===== config.mk =====
export PLATFORM = sky130hd
export DESIGN_NAME = pixel_streamer
export DESIGN_NICKNAME = d
export VERILOG_FILES = /design/src/rtl/pixel_streamer.sv
export SDC_FILE = /design/constraint.sdc
export NUM_CORES = 1
export LEC_CHECK = 0
export CAP_MARGIN = 10
export CORE_MARGIN = 3
export CORE_UTILIZATION = 25
export CTS_CLUSTER_SIZE = 8
export DETAILED_ROUTE_END_ITERATION = 12
export GPL_ROUTABILITY_DRIVEN = 1
export PLACE_DENSITY = 0.44
export SLEW_MARGIN = 0
export SYNTH_ARGS = -nofsm -noshare
export SYNTH_HDL_FRONTEND = slang
export SYNTH_SLANG_ARGS = --single-unit

===== constraint.sdc =====
create_clock -name clk -period 3.6 [get_ports clk]
set_input_delay 0.9 -clock clk [delete_from_list [all_inputs] [get_ports clk]]
set_output_delay 0.9 -clock clk [all_outputs]
set_load 0.005 [all_outputs]

===== src/rtl/pixel_streamer.sv =====
// pixel_streamer: raster-order feature-map reader with optional 1-pixel zero border,
// emitting a gap-free 64-bit beat stream aligned to a fixed-latency RAM read port.
module pixel_streamer #(
    parameter int ADDR_WIDTH = 16,
    parameter int RD_LATENCY = 2
) (
    input  logic                  clk,
    input  logic                  rst,
    input  logic [ADDR_WIDTH-1:0] cfg_base_addr,
    input  logic [15:0]           cfg_img_width,
    input  logic [15:0]           cfg_img_height,
    input  logic [15:0]           cfg_in_channels,
    input  logic                  cfg_pad,
    input  logic                  go,
    output logic                  busy,
    output logic                  done,
    output logic                  rd_en,
    output logic [ADDR_WIDTH-1:0] rd_addr,
    input  logic [63:0]           rd_data,
    output logic [63:0]           pixel_out,
    output logic                  pixel_out_valid,
    output logic                  pixel_out_last
);
    typedef enum logic [1:0] {IDLE, RUN, DRAIN, DONE} state_e;
    state_e state_q, state_d;
    logic [ADDR_WIDTH-1:0] ptr_q, ptr_d;
    logic [16:0] wo_m1_q, ho_m1_q, x_q, x_d, y_q, y_d;
    logic [15:0] g_m1_q, g_q, g_d;
    logic pad_q, run, g_end, x_end, y_end, border, pos_last;
    logic [RD_LATENCY-1:0] iss_q, zero_q, last_q;
    always_comb begin
        state_d  = state_q;
        ptr_d    = ptr_q;
        g_d      = g_q;
        x_d      = x_q;
        y_d      = y_q;
        run      = state_q == RUN;
        g_end    = g_q == g_m1_q;
        x_end    = x_q == wo_m1_q;
        y_end    = y_q == ho_m1_q;
        border   = pad_q & (x_q == '0 | x_end | y_q == '0 | y_end);
        pos_last = g_end & x_end & y_end;
        rd_en    = run & ~border;
        rd_addr  = rd_en ? ptr_q : '0;
        if (state_q == IDLE && go) begin
            state_d = RUN;
            ptr_d   = cfg_base_addr;
            g_d     = '0;
            x_d     = '0;
            y_d     = '0;
        end
        // Interior pixels are contiguous in memory, so one running pointer suffices.
        if (run) begin
            state_d = pos_last ? DRAIN : RUN;
            ptr_d   = ptr_q + ADDR_WIDTH'(rd_en);
            g_d     = g_end ? '0 : g_q + 16'd1;
            x_d     = g_end ? (x_end ? '0 : x_q + 17'd1) : x_q;
            y_d     = (g_end & x_end) ? y_q + 17'd1 : y_q;
        end
        if (state_q == DRAIN && iss_q[RD_LATENCY-1] && last_q[RD_LATENCY-1])
            state_d = DONE;
        if (state_q == DONE)
            state_d = IDLE;
    end
    always_ff @(posedge clk) begin
        if (rst) begin
            state_q <= IDLE;
            ptr_q   <= '0;
            g_q     <= '0;
            x_q     <= '0;
            y_q     <= '0;
            wo_m1_q <= '0;
            ho_m1_q <= '0;
            g_m1_q  <= '0;
            pad_q   <= 1'b0;
            iss_q   <= '0;
            zero_q  <= '0;
            last_q  <= '0;
        end else begin
            state_q <= state_d;
            ptr_q   <= ptr_d;
            g_q     <= g_d;
            x_q     <= x_d;
            y_q     <= y_d;
            if (state_q == IDLE && go) begin
                wo_m1_q <= {1'b0, cfg_img_width} + {15'd0, cfg_pad, 1'b0} - 17'd1;
                ho_m1_q <= {1'b0, cfg_img_height} + {15'd0, cfg_pad, 1'b0} - 17'd1;
                g_m1_q  <= (cfg_in_channels >> 3) - 16'd1;
                pad_q   <= cfg_pad;
            end
            iss_q  <= (iss_q << 1) | RD_LATENCY'(run);
            zero_q <= (zero_q << 1) | RD_LATENCY'(border);
            last_q <= (last_q << 1) | RD_LATENCY'(run & pos_last);
        end
    end
    assign busy            = state_q != IDLE;
    assign done            = state_q == DONE;
    assign pixel_out_valid = iss_q[RD_LATENCY-1];
    assign pixel_out_last  = iss_q[RD_LATENCY-1] & last_q[RD_LATENCY-1];
    assign pixel_out       = (iss_q[RD_LATENCY-1] & ~zero_q[RD_LATENCY-1]) ? rd_data : '0;
endmodule


=== Yosys cells after proc, flatten, opt, wreduce, memory -nomap -nowiden ===
Cells that the tools add are included.

* Register bits after elaboration: 125
* Output and inout port bits: 85
* Word-level logic and storage cells: 73
* Bits of input ports: 132

* Equality and inequality tests: 8
* Reductions and logical operators: 12
* $add $sub $neg: 9
* Bitwise gates (word level): 15
* Muxes and demuxes: 17

{| class="wikitable"
|+ Operators with widths
! operator !! number
|-
| 17-bit 2-to-1 mux || 6
|-
| 16-bit 2-to-1 mux || 6
|-
| 64-bit 2-to-1 mux || 1
|-
| 16-bit by 2-bit adder with 17-bit output || 2
|-
| 17-bit by 1-bit adder with 17-bit output, second input constant || 2
|-
| 17-bit equality test || 2
|-
| 17-bit logical NOT || 2
|-
| 17-bit by 1-bit subtractor with 17-bit output, second input constant || 2
|-
| 16-bit by 1-bit adder with 16-bit output || 1
|-
| 16-bit by 1-bit adder with 16-bit output, second input constant || 1
|-
| 16-bit equality test || 1
|-
| 13-bit by 1-bit subtractor with 14-bit output, second input constant || 1
|-
| 2-bit 2-to-1 mux || 4
|-
| 1-bit AND || 7
|-
| 2-bit by 1-bit bitwise OR with 2-bit output || 3
|-
| 2-bit equality test, second input constant || 2
|-
| 2-bit by 1-bit != test with 1-bit output, second input constant || 2
|-
| 2-bit AND reduction || 2
|-
| 2-bit nonzero test || 2
|-
| 1-bit logical AND || 3
|-
| 1-bit bitwise OR || 3
|-
| 3-bit nonzero test || 1
|-
| 2-bit by 1-bit equality test with 1-bit output, second input constant || 1
|-
| 2-bit logical NOT || 1
|-
| other kinds (2) || 3
|}

=== Depth between registers and ports, before layout ===
* Word-level depth: 9
* Depth in mapped cells: 17
* Mapped depth without buffers: 16

=== Least setup slack after synthesis ===
OpenSTA, ideal clock, no wires.

* Path kind: register -> register
* Start point: register x_q[0]
* End point: register ptr_q[14]
* Clock period less this slack: 3,394 ps
* Data required time: 3,472 ps
* Library setup time: 128 ps
* Cell stages (with the launch flop): 18
* Setup slack: 206 ps
* Path buffers: 1
* Data arrival time: 3,266 ps
* Path through: dfxtp_1 inv_1 ha_1 nor4b_1 nand4_1 nand2_1 o31a_1 nor2_1 clkbuf_1 ha_1 ha_1 nand3_1 nor4_1 and3_1 nand3_1 a21o_1 a221oi_1 nor2_1

* Word-level cells in the longest chain between the ends: 9
* Elaborated cells between the ends (all ways): 10
* Classes of those cells: 1 x add/sub; 1 x eq/ne; 1 x mux; 6 x bitwise; 1 x reduce/logical

{| class="wikitable"
|+ Ends and longest elaborated chain
! element !! line !! text
|-
| start: declaration || 27 || <nowiki>logic [16:0] wo_m1_q, ho_m1_q, x_q, x_d, y_q, y_d;</nowiki>
|-
| start signal: assignment || 70 || <nowiki>x_q <= '0;</nowiki>
|-
| start signal: assignment || 83 || <nowiki>x_q <= x_d;</nowiki>
|-
| 17-bit equality test or 17-bit logical NOT (tied branches) || 39, 41 ||
|-
| 1-bit bitwise OR * (3 in a row) || 41 || <nowiki>border = pad_q & (x_q == '0 | x_end | y_q == '0 | y_end);</nowiki>
|-
| 1-bit AND * || 41 ||
|-
| 1-bit inverter * || 43 || <nowiki>rd_en = run & ~border;</nowiki>
|-
| 1-bit AND * || 43 ||
|-
| net rd_en || 17 || <nowiki>output logic rd_en,</nowiki>
|-
| 16-bit by 1-bit adder with 16-bit output * || 55 || <nowiki>ptr_d = ptr_q + ADDR_WIDTH'(rd_en);</nowiki>
|-
| 16-bit 2-to-1 mux * || 53 || <nowiki>if (run) begin</nowiki>
|-
| end signal: assignment || 81 || <nowiki>ptr_q <= ptr_d;</nowiki>
|-
| end: declaration || 26 || <nowiki>logic [ADDR_WIDTH-1:0] ptr_q, ptr_d;</nowiki>
|}

Mark *: on every way through the listed nets, which the timed path passes. The rest lies on a longest branch.
A chain may end at the register's enable or synchronous reset.

=== Worst setup path in the final report ===
* Start point: register x_q[8]
* End point: output port rd_addr[2]

* Word-level cells in the longest chain between the ends: 8
* Elaborated cells between the ends (all ways): 9
* Classes of those cells: 1 x eq/ne; 1 x mux; 6 x bitwise; 1 x reduce/logical

{| class="wikitable"
|+ Ends and longest elaborated chain
! element !! line !! text
|-
| 17-bit equality test or 17-bit logical NOT (tied branches) || 39, 41 ||
|-
| 1-bit bitwise OR * (3 in a row) || 41 ||
|-
| 1-bit AND * || 41 ||
|-
| 1-bit inverter * || 43 ||
|-
| 1-bit AND * || 43 ||
|-
| 16-bit 2-to-1 mux * || 44 || <nowiki>rd_addr = rd_en ? ptr_q : '0;</nowiki>
|-
| end: declaration || 18 || <nowiki>output logic [ADDR_WIDTH-1:0] rd_addr,</nowiki>
|}

Mark *: on every way between the ends. The rest lies on a longest branch, timed or not.

==> qor.yml <==
setup_violations: 0
rows: 65
ioPinCount: 217
nets: 1457
synth-edff-count: 0
startpoint_type: "flip-flop"
vias: 8037
dieArea_um2: 34660
worstHoldPathType: "flip-flop to flip-flop"
maxCapViolCount: 0
fin_skew_ns: 0.01491
cts_buffers: 17
min_to: "last_q[1]"
pre_cts_ws_ns: -0.3339
ctsHtreeMaxLevel: 4
syn-instance-count: 1044
clk_transition_reported_paths_ns: 0.07
r2r_start: "x_q[0]"
synthArstFlopShare_pct: 0
syn_nets: 1218
drv_slew: 0
postSynthAreaPerCell_um2: 7.773
coreArea_um2: 31800
drive_above_1_share_pct: 9.722
leakagePower_nw: 4.727
place_congestion: 0.7843
r2r_end: "ptr_q[14]"
antenna_found_initial: 0
status: "complete, no violations"
finalHoldViolCount: 0
cts_tree: "done"
reg2reg_slack_ns: 0.25
dp_cells: 1695
final_common_cell: "clkdlybuf4s50_1"
cts_sinks: 123
yosysWarnings: 0
cp_slowest_cell: "dfxtp_1"
wl_met1_um: 12270
ant_nets: 0
crit_path_end_kind: "output port"
yosys_most_used_dff: "dfxtp_1"
finalNonFillerCells: 1731
clock_latency_ns: 0.42
synth_seq_area_share_pct: 30.34
tightest_slew_ns: 0.7258
critPathKind: "flip-flop to output port"
cpPeakStageDelay_ns: 0.36
ys_ff_latch: 123
drt_first_pass_iters: 5
crit_fanout: 5
synth_cell_types: 64
worstHoldPathCells: 1
cp.required_ns: 2.70
drc: 0
antenna_cells: 0
first_iter_violations: 349
syn-cell-area_um2: 8115
dp_hpwl_um: 19540
ir_drop_uv: 213.8
grt_overflow: 0
reg2reg_depth: 16
io_buffer_count: 213
min_period_over_period_pct: 95.32
worstPathArrival_ns: 2.53
via_per_inst: 4.643
cts_buffer_depth: 2
fp.dieW_um: 186.2
grt_pass1_vias: 7672
top_layer: "met4"
max_freq_ghz: 0.2914
crit_buf_inv: 2
post_drt_wl_per_cell_um: 14.66
wl_met2_um: 11550
grt_pass1_wl_um: 39790
grt_max_degree: 65
timing.hold.ws_ns: 0.4288
clockRootBuffer: "clkbuf_16"
area.growth.synth_to_final_pct: 44.54
track_usage_pct: 14.27
fin_crit_ns: 3.432
wl_met3_um: 1393
start_util_pct: 25.52
layout_setup_ws_ns: 0.1684
relSlewSlack_pct: 51.61
power.density_nw_per_um2: 361.9
path_cells: "xor2_1, nor4_1, nand2_1, nor3_2, o31a_1, nor2_4, buf_6, and2_1, dlygate4sd2_1"
fp.dieH_um: 186.2
wl_um: 25370
cp_top_family: "simple AND/OR/NAND/NOR gates"
layout_common_cells: "clkdlybuf4s50_1 (195), dfxtp_1 (116), nor2_1 (107)"
hp-start: "last_q[0]"
## layer usage
layer | vias up | GRT usage [%]
met2 | 229 | 23.74
met5 | - | 0
met1 | 3665 | 19.67
met3 | 8 | 2.353
met4 | 0 | 2.770
li1 | 4135 | -
## per-stage QoR
step           setup TNS (ns)  util [%]  cell area [µm²]  power (mW)
2_1_floorplan               0         -             8115       2.006
3_3_place_gp           -1.128     34.53            10980       2.392
3_5_place_dp           -1.338     34.53            10980       2.391
4_1_cts                     0     36.62            11650       4.292
5_1_grt             -0.003006     36.89            11730       4.464
6_report                    0     36.89            11730       4.245
## worst max path at each step
stage	cells after the start	end	slack, ns	startpoint
2_1_floorplan	17	ptr_q[14]	0.21	x_q[0]
3_3_place_gp	14	wo_m1_q[13]	-0.30	cfg_pad
3_5_place_dp	14	wo_m1_q[13]	-0.33	cfg_pad
4_1_cts	9	rd_addr[5]	0.02	y_q[15]
5_1_grt	10	rd_addr[2]	-0.003	x_q[0]
6_report	9	rd_addr[2]	0.17	x_q[8]
## what timing repair did
| action | in CTS | in global routing |
|---|---|---|
| buffers inserted | 1 | 2 |
| hold buffers | 0 | 0 |
| resized for setup | 23 | 30 |
| pin swaps | 2 | 10 |
| gates cloned | 0 | 1 |
| setup endpoints to repair | 17 | 23 |
## cell usage after synthesis, types with 25 or more instances
master | instances | area (µm²)
nand3_1 | 26 | 130.1
clkbuf_1 | 39 | 146.4
nor3_1 | 34 | 170.2
o21ai_0 | 41 | 205.2
a21oi_1 | 62 | 310.3
xnor2_1 | 45 | 394.1
xor2_1 | 57 | 499.2
inv_1 | 51 | 191.4
nor2_1 | 108 | 405.4
nand4_1 | 25 | 156.4
nand2_1 | 88 | 330.3
ha_1 | 40 | 500.5
and2_1 | 88 | 550.5
dfxtp_1 | 123 | 2462
## worst register-to-register path: stages, from the launching register on
cell,delay [ns]
dfxtp_2,0.32
buf_4,0.14
xor2_1,0.21
nor4_1,0.07
nand2_1,0.13
nor3_2,0.07
o31a_1,0.37
nor2_4,0.24
ha_1,0.24
ha_1,0.18
nand3_1,0.12
nor4_2,0.29
and3_1,0.25
nand3_1,0.11
a21o_1,0.19
a221oi_1,0.23
nor2_1,0.07
## report_power, final
group	internal (mW)	switching [mW]
Combinational	0.434	0.440
Sequential	1.43	0.0614
Clock	1.19	0.684
## cells by family after synthesis
family / share of synthesized area, %
simple gates: 31.14
flops: 30.34
buf+inv: 4.918
xor+xnor: 11.01
fa+ha+maj: 6.661
mux: 0.2467
compound gates: 15.68
## layout make-up
cell class / count / area [µm²]
Clock buffer: 18 / 439.2
Clock inverter: 14 / 206.4
Fill cell: 3304 / 20070
Inverter: 51 / 191.4
Multi-Input combinational cell: 820 / 5309
Sequential cell: 123 / 2471
Tap cell: 435 / 544.3
Timing Repair Buffer: 270 / 2569
## sequential cells by signal (all words and copies together), names as in the netlist
signal and cells:
ptr_q 16, y_q 17, pad_q 1, iss_q 2, g_q 16, wo_m1_q 17, last_q 2, g_m1_q 14
zero_q 2, state_q 2, x_q 17, ho_m1_q 17
Note: power is estimated with default switching activity, not from simulation.
